[config.mk]
export PLATFORM = sky130hd
export DESIGN_NAME = beta_wb_stage
export DESIGN_NICKNAME = d
export VERILOG_FILES = /design/src/rtl/beta_wb_stage.sv
export SDC_FILE = /design/constraint.sdc
export NUM_CORES = 1
export LEC_CHECK = 0
export CAP_MARGIN = 20
export CELL_PAD_IN_SITES_DETAIL_PLACEMENT = 1
export CELL_PAD_IN_SITES_GLOBAL_PLACEMENT = 2
export CORE_MARGIN = 2
export CORE_UTILIZATION = 29
export CTS_BUF_LIST = sky130_fd_sc_hd__clkbuf_4
export CTS_CLUSTER_SIZE = 24
export DETAILED_ROUTE_END_ITERATION = 12
export PLACE_DENSITY = 0.87
export SLEW_MARGIN = 20
export SYNTH_ARGS = -nofsm -noshare
export SYNTH_HDL_FRONTEND = slang
export SYNTH_SLANG_ARGS = --single-unit
[constraint.sdc]
create_clock -name clk_i -period 6.7 [get_ports clk_i]
set_input_delay 1.005 -clock clk_i [delete_from_list [all_inputs] [get_ports clk_i]]
set_output_delay 1.005 -clock clk_i [all_outputs]
set_load 0.01 [all_outputs]
[src/rtl/beta_wb_stage.sv]
// Writeback stage: waits for the execution result of the current instruction, issues a
// single-cycle register-file write and forwards the written value into decode operands.
module beta_wb_stage #(
   parameter int unsigned DataWidth = 32,
   parameter int unsigned Embedded  = 0
) (
   input  logic                 clk_i,
   input  logic                 rst_i,

   input  logic                 wb_new_instr_i,
   input  logic [4:0]           wb_rd_addr_i,
   input  logic                 wb_reg_write_i,
   input  logic [4:0]           wb_rsrc1_addr_i,
   input  logic [4:0]           wb_rsrc2_addr_i,
   input  logic [DataWidth-1:0] wb_result_i,
   input  logic                 wb_result_valid_i,

   output logic [DataWidth-1:0] wb_rd_wdata_o,
   output logic [4:0]           wb_rd_addr_o,
   output logic                 wb_reg_wr_en_o,
   output logic                 wb_forward_en_o,
   output logic [1:0]           wb_forward_src_o,
   output logic                 wb_stage_busy_o,
   output logic                 wb_overlap_err_o,
   output logic [31:0]          wb_retired_cnt_o
);

   typedef enum logic [1:0] {
      StIdle,
      StWaitRes,
      StWrite
   } wb_state_e;

   wb_state_e            state_q;
   logic [4:0]           cap_rd_q;
   logic                 cap_we_q;
   logic [DataWidth-1:0] rd_wdata_q;
   logic [4:0]           rd_addr_q;
   logic                 wr_en_q;
   logic                 overlap_q;
   logic [31:0]          retired_cnt_q;
   logic [31:0]          retired_cnt_d;
   logic                 rd_writable;
   logic [1:0]           fwd_src;

   // RV32E has only x0-x15, so any rd with bit 4 set is silently dropped.
   assign rd_writable = cap_we_q && (cap_rd_q != 5'd0) &&
                        ((Embedded == 0) || !cap_rd_q[4]);

   assign retired_cnt_d = retired_cnt_q + 32'd1;

   always_ff @(posedge clk_i or posedge rst_i) begin
      if (rst_i) begin
         state_q       <= StIdle;
         cap_rd_q      <= 5'd0;
         cap_we_q      <= 1'b0;
         rd_wdata_q    <= '0;
         rd_addr_q     <= 5'd0;
         wr_en_q       <= 1'b0;
         overlap_q     <= 1'b0;
         retired_cnt_q <= 32'd0;
      end else begin
         wr_en_q <= 1'b0;
         unique case (state_q)
            StIdle: begin
               if (wb_new_instr_i) begin
                  cap_rd_q <= wb_rd_addr_i;
                  cap_we_q <= wb_reg_write_i;
                  state_q  <= StWaitRes;
               end
            end
            StWaitRes: begin
               // A second instruction before the result arrives is a protocol violation.
               if (wb_new_instr_i) begin
                  overlap_q <= 1'b1;
               end
               if (wb_result_valid_i) begin
                  rd_wdata_q    <= wb_result_i;
                  rd_addr_q     <= cap_rd_q;
                  retired_cnt_q <= retired_cnt_d;
                  if (rd_writable) begin
                     wr_en_q <= 1'b1;
                     state_q <= StWrite;
                  end else begin
                     state_q <= StIdle;
                  end
               end
            end
            StWrite: begin
               if (wb_new_instr_i) begin
                  cap_rd_q <= wb_rd_addr_i;
                  cap_we_q <= wb_reg_write_i;
                  state_q  <= StWaitRes;
               end else begin
                  state_q <= StIdle;
               end
            end
            default: state_q <= StIdle;
         endcase
      end
   end

   // Only the write cycle needs a bypass; afterwards the regfile holds the value.
   always_comb begin
      fwd_src = 2'b00;
      if (state_q == StWrite) begin
         fwd_src[0] = (wb_rsrc1_addr_i == rd_addr_q);
         fwd_src[1] = (wb_rsrc2_addr_i == rd_addr_q);
      end
   end

   assign wb_rd_wdata_o    = rd_wdata_q;
   assign wb_rd_addr_o     = rd_addr_q;
   assign wb_reg_wr_en_o   = wr_en_q;
   assign wb_forward_src_o = fwd_src;
   assign wb_forward_en_o  = |fwd_src;
   assign wb_stage_busy_o  = (state_q != StIdle);
   assign wb_overlap_err_o = overlap_q;
   assign wb_retired_cnt_o = retired_cnt_q;

endmodule

==> flow_summary.yaml <==
outcome:
  status: "finished clean"
timing:
  holdWs_ns: 0.484
  max-slew-margin-rel_pct: 28.9
  drv_slew: 0
  worst_pin_slew_ns: 1.06
  post-route-period-util_pct: 55.0
  hold_viol: 0
  max_freq_ghz: 0.271
  period_needed_ns: 3.69
  skew_ns: 0.0134
  rsz0062_at_grt: "no"
  totalNegativeSetupSlack_ns: 0
  setup_viol: 0
power:
  p_switching_mw: 0.462
  pwr-share-comb_pct: 34.1
  intPower_mw: 0.931
  switching_share_pct: 33.2
  clock_power_share_pct: 17.0
  seqPwrFrac_pct: 48.9
  p_per_area_nw_per_um2: 287
  p_leak_nw: 2.23
  ir_drop_v: 0.000125
setup_path:
  worst-setup-path-type: "in2out"
  required_ns: 5.69
  startpoint_type: "input pin"
  cp_max_fo: 2
  crit_arrival_ns: 2.68
  end_kind: "output port"
global_routing:
  grt_pass1_wl_um: 14600
  grtUsageTotal_pct: 14.6
  grt_pass1_vias: 2871
  antenna_found_initial: 0
  grt_max_degree: 80
  grt_overflow: 0
floorplan:
  initial_core_util_pct: 29.5
  core_sq_um: 11300
  die_area_sq_um: 12400
  die_width_um: 111
  io_pins: 127
  die_h_um: 111
  rows: 39
layout:
  synthToLayoutAreaGrowth_pct: 45.1
  antenna_cells: 0
  final_cell_mix: "clkdlybuf4s50_1, nand2_1, dfrtp_1"
  finalCoreUtilization_pct: 42.8
  layout.nets: 500
  layout_commonest_cell: "clkdlybuf4s50_1"
  drive_above_1_share_pct: 7.30
hold_path:
  hold_class: "reg2reg"
drt:
  wire_per_inst_um: 14.7
  firstDrtPassIters: 4
  viasPerCell: 4.56
  drc: 0
  drt_iter0_drc: 86
  ant_nets: 0
  routed_wl_um: 8730
  vias: 2712
synth:
  yosys.area_share.simple_pct: 24.4
  synth.area.mux_share_pct: 2.02
  synth-xor-area-share_pct: 10.7
  yosysUniqueCellTypes: 29
  synth_seq_cells: 79
  synth_nets: 374
  synth_compound_area_share_pct: 1.12
  synth_area_sq_um: 3340
  synth_adder_area_share_pct: 0.374
  syn_inst: 321
  yosysSeqAreaShare_pct: 59.2
  synth_top_family_by_area: "simple AND/OR/NAND/NOR gates"
  synth_warnings: 0
  avgSynthCellArea_sq_um: 10.4
clock_tree:
  clock_path_buffers: 2
  cts_root_buf: "clkbuf_4"
  cts_sinks: 79
  clkLatencyLatePin_ns: 0.41
  cts_max_level: 3
  cts_resized: 0
  cts_made_buffers: 9
  cts_tree: "yes"
  clk_pin_slew_ns: 0.12
  post-cts-setup-buffers: 0
  hold_buffers: 0
placed_design:
  numPortBuffers: 126
  gp_congestion: 0.723
  hpwl_um: 6320
flow_run:
  drv_cap: 0
==> per-layer routing <==
metal / share of wire, % / track usage, % / wire [um] / vias to the layer above
li1: - / - / - / 1290
met1: 44 / 17.8 / 3820 / 1324
met2: 47 / 24.3 / 4090 / 87
met3: 7.7 / 4.79 / 669 / 11
met4: 1.7 / 5.43 / 145 / 0
met5: 0 / 0 / 0 / -
==> flip-flops by register name, summed over array words and instances, names as in the netlist <==
name	flops
wb_overlap_err_o	1
wb_rd_addr_o	5
cap_we_q	1
wb_retired_cnt_o	32
wb_reg_wr_en_o	1
wb_rd_wdata_o	32
cap_rd_q	5
state_q	2
==> worst max-delay path: stages <==
cell and delay (ns):
clkdlybuf4s50_1 0.47, xnor2_1 0.14, nand4_1 0.15, nor3_1 0.23
or2_2 0.15, clkdlybuf4s50_1 0.53
==> power by group through the flow <==
stage	registers (mW)	clock network [mW]	logic (mW)
3_3_place_gp	0.689	0	0.473
3_5_place_dp	0.690	0	0.485
5_1_grt	0.701	0.267	0.519
2_1_floorplan	0.717	0	0.163
4_1_cts	0.684	0.250	0.486
6_report	0.682	0.236	0.475
==> synthesized netlist by cell type, drive strengths merged <==
| cell type | number | share of area (%) |
|---|---|---|
| nand2 | 119 | 13 |
| dfrtp | 79 | 59 |
| xnor2 | 32 | 8.4 |
| nand3 | 13 | 1.9 |
| clkbuf | 10 | 1.1 |
| nand4 | 10 | 2.1 |
| xor2 | 9 | 2.4 |
| and3 | 8 | 1.5 |
| mux2 | 6 | 2.0 |
| inv | 5 | 0.56 |
| and4 | 4 | 1.0 |
| nor3 | 4 | 0.60 |
| buf | 3 | 0.52 |
| nor2 | 3 | 0.34 |
| a31o | 2 | 0.52 |
| nor4 | 2 | 1.0 |
| o311a | 2 | 0.60 |
| or2 | 2 | 0.37 |
| and2 | 1 | 0.19 |
| ha | 1 | 0.37 |
| nand2b | 1 | 0.19 |
| nand3b | 1 | 0.34 |
| nand4b | 1 | 0.71 |
| nor2b | 1 | 0.19 |
| or3 | 1 | 0.19 |
| or4 | 1 | 0.34 |
==> stage by stage <==
stage	area [sq um]	setup slack, ns	instances	power, mW
2_1_floorplan	3340	3.67	321	0.880
3_3_place_gp	4740	2.65	579	1.16
3_5_place_dp	4740	2.60	579	1.17
4_1_cts	4850	2.99	595	1.42
5_1_grt	4850	2.85	595	1.49
6_report	4850	3.01	595	1.39
==> logic make-up after synthesis <==
family	count (synthesis)
and+or+nand+nor	172
DFF	79
buffers and inverters	18
xor gates and xnor gates	41
muxes	6
AOI/OAI and AO/OA	4
adders and majority gates	1
==> worst paths after layout <==
| check | startpoint | end | slack (ns) | cells past startpoint |
|---|---|---|---|---|
| worst min-delay path | wb_retired_cnt_o[31] | wb_retired_cnt_o[31] | 0.48 | 1 |
| worst min register to register | wb_retired_cnt_o[31] | wb_retired_cnt_o[31] | 0.48 | 1 |
| min in group asynchronous | rst_i | wb_retired_cnt_o[20] | 1.09 | 3 |
| worst max-delay path | wb_rsrc2_addr_i[0] | wb_forward_en_o | 3.01 | 6 |
| worst max register to register | state_q[0] | wb_retired_cnt_o[29] | 3.75 | 4 |
| max in group asynchronous | rst_i | state_q[1] | 5.12 | 3 |
==> final cells by class <==
class	instances	area, sq um
repair buffers	128	1280
inverters	5	20.0
clock buffers	10	75.1
fillers	1302	6470
multi-input cells	224	1290
well taps	143	179
flip-flops and latches	79	1980
clock inverters	6	27.5
Power figures use the tool's default switching activity.
